--- config.mk ---
export PLATFORM = sky130hd
export DESIGN_NAME = onehot_encoder_stream
export DESIGN_NICKNAME = d
export VERILOG_FILES = /design/src/rtl/onehot_pkg.sv /design/src/rtl/onehot_prio_enc.sv /design/src/rtl/onehot_encoder_stream.sv
export SDC_FILE = /design/constraint.sdc
export NUM_CORES = 1
export LEC_CHECK = 0
export ABC_AREA = 1
export CAP_MARGIN = 20
export CORE_ASPECT_RATIO = 0.9
export CORE_MARGIN = 3
export CORE_UTILIZATION = 48
export CTS_CLUSTER_SIZE = 24
export DETAILED_ROUTE_END_ITERATION = 6
export PLACE_DENSITY = 0.87
export SETUP_SLACK_MARGIN = 0.2
export SKIP_LAST_GASP = 1
export SLEW_MARGIN = 0
export SYNTH_ARGS = -nofsm -noshare
export SYNTH_HDL_FRONTEND = slang
export SYNTH_HIERARCHICAL = 1
export SYNTH_SLANG_ARGS = --single-unit
export TNS_END_PERCENT = 50
--- constraint.sdc ---
create_clock -name clk -period 1.8 [get_ports clk]
set_clock_uncertainty 0.05 [all_clocks]
set_input_delay 0.45 -clock clk [delete_from_list [all_inputs] [get_ports clk]]
set_output_delay 0.45 -clock clk [all_outputs]
set_load 0.005 [all_outputs]
--- src/rtl/onehot_pkg.sv ---
// onehot_pkg: shared types and constants for the one-hot decoder/encoder family.
//   ONEHOT_WIDTH   default number of one-hot lines, shared with the decoder
//   ONEHOT_IDX_W   index width matching ONEHOT_WIDTH
//   buf_state_e    occupancy of the encoder's 2-entry output buffer
//   onehot_entry_t one buffered result {idx, err} at the default width
package onehot_pkg;
    localparam int ONEHOT_WIDTH = 4;
    localparam int ONEHOT_IDX_W = $clog2(ONEHOT_WIDTH);
    typedef enum logic [1:0] {EMPTY, ONE, FULL} buf_state_e;
    typedef struct packed {
        logic [ONEHOT_IDX_W-1:0] idx;
        logic                    err;
    } onehot_entry_t;
endpackage

--- src/rtl/onehot_prio_enc.sv ---
// onehot_prio_enc: combinational priority encoder with one-hot legality flag.
//   code  in   WIDTH  candidate one-hot word
//   idx   out  IDX_W  position of the highest set bit, 0 when no bit is set
//   err   out  1      word is zero-hot or multi-hot
module onehot_prio_enc #(
    parameter int WIDTH = 4,
    parameter int IDX_W = $clog2(WIDTH)
) (
    input  logic [WIDTH-1:0] code,
    output logic [IDX_W-1:0] idx,
    output logic             err
);
    always_comb begin
        idx = '0;
        for (int i = 0; i < WIDTH; i++)
            if (code[i]) idx = IDX_W'(i);
    end
    // code & (code-1) clears the lowest set bit; anything left means multi-hot
    assign err = ~|code | |(code & (code - WIDTH'(1)));
endmodule

--- src/rtl/onehot_encoder_stream.sv ---
// onehot_encoder_stream: streaming one-hot to binary encoder with 2-entry output buffer.
//   clk, rst_n            clock, asynchronous active-low reset
//   in_valid/in_code      upstream word, accepted when in_ready is high
//   in_ready              buffer has room (EMPTY or ONE)
//   out_valid/out_idx/out_err  head of the buffer, popped when out_ready is high
//   err_count             saturating count of accepted illegal words
module onehot_encoder_stream
    import onehot_pkg::*;
#(
    parameter int WIDTH = ONEHOT_WIDTH,
    parameter int IDX_W = $clog2(WIDTH),
    parameter int ERR_W = 8
) (
    input  logic             clk,
    input  logic             rst_n,
    input  logic             in_valid,
    input  logic [WIDTH-1:0] in_code,
    output logic             in_ready,
    output logic             out_valid,
    output logic [IDX_W-1:0] out_idx,
    output logic             out_err,
    input  logic             out_ready,
    output logic [ERR_W-1:0] err_count
);
    typedef struct packed {
        logic [IDX_W-1:0] idx;
        logic             err;
    } buf_entry_t;

    buf_state_e state_q, state_d;
    buf_entry_t head_q, head_d, tail_q, tail_d, enc;
    logic [ERR_W-1:0] cnt_q, cnt_d;
    logic accept, pop;

    onehot_prio_enc #(.WIDTH(WIDTH), .IDX_W(IDX_W)) u_enc (
        .code(in_code),
        .idx (enc.idx),
        .err (enc.err)
    );

    assign in_ready  = state_q != FULL;
    assign out_valid = state_q != EMPTY;
    assign out_idx   = head_q.idx;
    assign out_err   = head_q.err;
    assign err_count = cnt_q;
    assign accept    = in_valid & in_ready;
    assign pop       = out_valid & out_ready;

    always_comb begin
        state_d = state_q;
        head_d  = head_q;
        tail_d  = tail_q;
        case (state_q)
            EMPTY: if (accept) begin
                state_d = ONE;
                head_d  = enc;
            end
            ONE: begin
                // accept+pop replaces the head in place and stays in ONE
                if (accept && pop) head_d = enc;
                else if (accept) begin
                    state_d = FULL;
                    tail_d  = enc;
                end else if (pop) state_d = EMPTY;
            end
            FULL: if (pop) begin
                state_d = ONE;
                head_d  = tail_q;
            end
            default: state_d = EMPTY;
        endcase
        cnt_d = (accept && enc.err && cnt_q != {ERR_W{1'b1}}) ? cnt_q + ERR_W'(1) : cnt_q;
    end

    always_ff @(posedge clk or negedge rst_n) begin
        if (!rst_n) begin
            state_q <= EMPTY;
            head_q  <= '0;
            tail_q  <= '0;
            cnt_q   <= '0;
        end else begin
            state_q <= state_d;
            head_q  <= head_d;
            tail_q  <= tail_d;
            cnt_q   <= cnt_d;
        end
    end
endmodule

==> Word-level counts from Yosys, hierarchy flattened <==
Cells that the tools add are included.
{ "word_totals": {"ff_bits": 16, "out_inout_bits": 13, "word_cells": 47} }
{ "classes": {"add_sub_neg": 2, "n_eq_ne": 9, "muxes": 13, "n_bitwise": 5, "reduce_logical": 12} }
{ "op_table": {"columns": ["op", "count"], "rows": [
  ["two-way mux 2 bit", 7],
  ["!= test 2 bit, second input constant", 5],
  ["two-way mux 3 bit", 3],
  ["case mux 3 bit (3 select lines)", 1],
  ["adder 8 x 1 -> 8 bit, second input constant", 1],
  ["!= test 8 bit, second input constant", 1],
  ["AND reduction 4 bit", 2],
  ["OR reduction 4 bit", 2],
  ["case mux 2 bit (3 select lines)", 1],
  ["AND 4 bit", 1],
  ["subtractor 4 x 1 -> 4 bit, second input constant", 1],
  ["logical AND 1 bit", 3],
  ["!= test 3 bit, second input constant", 1],
  ["AND reduction 3 bit", 1],
  ["nonzero test 3 bit", 1],
  ["AND 1 bit", 2],
  ["== test 2 x 1 -> 1 bit, second input constant", 1],
  ["== test 2 bit, second input constant", 1],
  ["zero test 2 bit", 1],
  ["nonzero test 2 bit", 1],
  ["zero test 1 bit", 1],
  ["two-way mux 1 bit", 1],
  ["NOT 1 bit", 1],
  ["OR 1 bit", 1]
]} }

==> Longest topological paths before layout <==
{ "depth": {"ltp_word": 6, "mapped_depth": 10, "ltp_nobuf": 10} }

==> Cells and area by module <==
The synthesis kept the hierarchy.
{ "by_module_without_submodules": {"columns": ["mod", "n_inst", "cells_per_inst", "area_per_inst_um2", "seq_area_each_um2"], "rows": [
  ["onehot_encoder_stream", 1, 114, 862.1, 400.4],
  ["onehot_prio_enc", 1, 14, 58.8, 0.0]
]} }

==> Least setup slack after synthesis <==
OpenSTA, ideal clock, no wires.
{ "synth_path": {"path_kind": "reg-to-reg", "startpoint": "register cnt_q[0], in the netlist err_count[0]", "endpoint": "register cnt_q[5], in the netlist err_count[5]", "arrival_ns": 1.207, "required_ns": 1.685, "slack_ns": 0.478, "stages_incl_launch_ff": 7, "path_buffers": 0, "period_less_slack_ns": 1.322, "path_cell_list": "dfrtp_1 > ha_1 > nand3_1 > inv_2 > a21oi_2 > nand2_1 > nand2_1"} }
{ "synth_via": {"elab_chain_len": 2} }
{ "synth_lines": {"columns": ["element", "line", "source"], "rows": [
  ["start, declared", "onehot_encoder_stream.sv:32", "logic [ERR_W-1:0] cnt_q, cnt_d;"],
  ["start signal, assigned", "onehot_encoder_stream.sv:85", "cnt_q <= cnt_d;"],
  ["branches (longest 2 deep; another with adder 8 x 1 -> 8 bit)", null, null]
]} }
Parallel ways; which one is timed is not known.
A chain may end at the register's enable or synchronous reset.

==> Worst setup path after layout <==
{ "layout_path": {"startpoint": "register head_q (netlist bit out_err)", "endpoint": "output port out_err"} }
{ "layout_rtl": {"columns": ["element", "line", "source"], "rows": [
  ["start, declared", "onehot_encoder_stream.sv:31", "buf_entry_t head_q, head_d, tail_q, tail_d, enc;"],
  ["start signal, assigned", "onehot_encoder_stream.sv:78", "head_q <= '0;"],
  ["start signal, assigned", "onehot_encoder_stream.sv:83", "head_q <= head_d;"],
  ["end, declared", "onehot_encoder_stream.sv:21", "output logic out_err,"]
]} }
No word-level cell between the ends.

==> summary.txt <==
Run status
  – Outcome: completed

Critical path
  – Worst Path Required: 1.30 ns
  – Worst R2R End: err_count[0]
  – Max incr delay on CP: 0.52 ns
  – Classification of the worst setup path: flop to primary output
  – Setup crit end kind: primary output
  – R2R cell count: 7
  – Arrival @ worst endpoint: 1.17 ns
  – Crit-path max FO: 2
  – Number of buffers and inverters on the critical path: 1
  – Worst path cell trace: clkdlybuf4s50_1
  – Slowest CP cell: clkdlybuf4s50_1
  – Reg-to-reg startpoint: err_count[0]
  – Crit start category: flop
  – Crit-path leading delay family: buffers and inverters
  – R2r setup slk: 0.31 ns

Yosys
  – Mapped Area: 921 sq um
  – Post-synth top cells: 56 x nand2_1, 16 x dfrtp_1, 14 x inv_1
  – XOR/XNOR share of the synthesized area: 2.85%
  – Post-synthesis register bit count: 16
  – Main combinational cell family by area after synthesis: simple AND/OR/NAND/NOR gates
  – Sequential area share after synthesis: 43.5%
  – Mux contribution to synthesized area: 0%
  – Syn_nets: 137
  – Cells after Synth: 128
  – Post-synth EDFFs: 0
  – Top-area cell type share of the netlist area: 43.5%
  – Compound-Gate Fraction of Synth Area: 7.34%
  – Mean Syn Cell Area: 7.19 sq um
  – Async SR Flop Fraction: 100%
  – Simple-gate share of the synthesized area: 38.0%
  – Most frequent cell after synthesis: nand2_1
  – Area contributors post-synth: dfrtp_1 43%, nand2_1 23%, inv_1 5.7%
  – Area leader, netlist: dfrtp_1
  – Adder-cell share of the synthesized area: 1.36%
  – Post-synthesis cell type count: 17
  – Main synth FF type: dfrtp_1
  – Ys Warns: 6

Routing
  – Avg WL per Cell: 12.6 microns
  – 1st-iter DRT viols: 34
  – Final wirelength: 2430 microns
  – DR DRC count: 0
  – Vias per cell: 5.03
  – TritonRoute pass-1 iters: 4
  – Routed vias: 971
  – Post-route ant nets: 0

Place
  – Placed cells: 174
  – Detailed placer's ending HPWL: 1570 microns
  – Routability Congestion: 0.861
  – Pre-CTS WS: -0.108 ns
  – Buffers on Ports: 20

STA
  – Max Slew Vio Count: 0
  – Shortest period the worst path allows: 1.67 ns
  – Hold slack: 0.421 ns
  – Final setup TNS: 0 ns
  – Slew at the pin closest to its max-slew limit: 0.280 ns
  – Maximum clock rate: 601 MHz
  – Final setup vio count: 0
  – Final Cycle Share: 92.5%
  – Slew headroom: 81.2%
  – Unrepaired setup endpoints after global routing: true
  – Final worst slack: 0.135 ns
  – Hold Fails Final Rpt: 0

Final layout
  – Antenna diode count: 0
  – Filler instances: 112
  – Final core occ: 78.9%
  – Nets: 179
  – Layout Cells excl Fill: 193
  – Share of cells above drive strength 1: 26.6%
  – Layout area overhead: 48.5%

Global route
  – Vias in the first global route: 828
  – Largest net degree at the start of global routing: 17
  – First-pass GRT wire length: 3490 microns
  – Total Routing Usage GR: 19.4%
  – Initial antenna violation count: 0
  – GRT Residual Overflow: 0

CTS
  – TritonCTS clock tree: built
  – CTS H-tree lvls: 1
  – CTS Root Cell: clkbuf_4
  – Clock tree buffer depth: 2
  – Clock Latency Late Sink: 0.28 ns
  – Clock transition at the registers of the reported paths: 0.10 ns
  – Clock sinks: 16
  – Total CTS buffers: 3

Die
  – # IOs: 21
  – Die height: 47.6 microns
  – Die Area: 0.00248 sq mm
  – Std cell rows: 14
  – Core Area: 0.00173 sq mm
  – Initial Utilization: 53.1%
  – Die Wd: 52.2 microns

Power and ir drop
  – Peak supply drop: 0.000772 V
  – PwrDens: 1060 mW/mm^2
  – Leakage power: 0.772 nW

Job
  – Max Cap Violations: 0

Hold path
  – Tightest Hold Check Type: input port to async pin
[metal layers]
metal / global-route usage [%] / share of wire [%]
met1: 25.2 / 43
met2: 32.8 / 51
met3: 3.12 / 3.6
met4: 8.67 / 2.0
met5: 0 / 0
[area by class of cell]
class,count,area (sq um),share of cell area (%)
well taps,24,30.0,2.20
multi-input cells,95,490,35.9
repair buffers,37,338,24.7
inverters,17,68.8,5.03
clock buffers,4,36.3,2.65
flip-flops and latches,16,404,29.6
[flip-flops by register name, summed over array words and instances (netlist names)]
signal	flops
state_q	2
tail_q	3
err_count	8
out_err	1
out_idx	2
[what timing repair did]
item,CTS,global route
pin swaps,1,3
resized for setup,19,18
endpoints found under the setup margin,20,14
setup buffers,12,3
hold buffers,0,0
[worst max path at each step]
stage	slack, ns	start	cells after the start	to
6_report	0.13	out_err	1	out_err
5_1_grt	0.10	out_err	1	out_err
4_1_cts	0.12	state_q[0]	4	in_ready
3_5_place_dp	-0.11	in_code[2]	9	err_count[1]
3_3_place_gp	-0.05	in_code[2]	9	err_count[7]
2_1_floorplan	0.48	err_count[0]	6	err_count[5]
[stage by stage]
stage | power [mW] | instance area (sq um)
4_1_cts | 1.42 | 1310
3_3_place_gp | 1.05 | 1170
2_1_floorplan | 0.814 | 921
3_5_place_dp | 1.08 | 1170
6_report | 1.46 | 1370
5_1_grt | 1.55 | 1370
[cells in the final DEF, fill, tap and decap left out, drive strengths merged]
cell           synthesis  final
ha                     1      1
nand2                 62     62
clkdlybuf4s50          0      5
dlygate4sd2            0      8
clkbuf                 0      5
inv                   17     17
dfrtp                 16     16
o21ai                 10     10
nor2                  10     10
nand3                  7      7
buf                    0     18
xnor2                  3      3
dlymetal6s2s           0      5
a21oi                  2      2
[logic make-up after synthesis]
family,after synthesis
buffers and inverters,17
adder cells (fa/ha/maj),1
AND/OR/NAND/NOR,79
XOR/XNOR,3
AO/OA/AOI/OAI,12
flip-flops,16
[power by group]
part | total [mW] | internal [mW] | switching, mW
Sequential | 0.547 | 0.476 | 0.0713
Clock | 0.240 | 0.123 | 0.117
Combinational | 0.670 | 0.338 | 0.331
Total | 1.46 | 0.937 | 0.519
No activity file was read; power rests on OpenSTA's default activity.
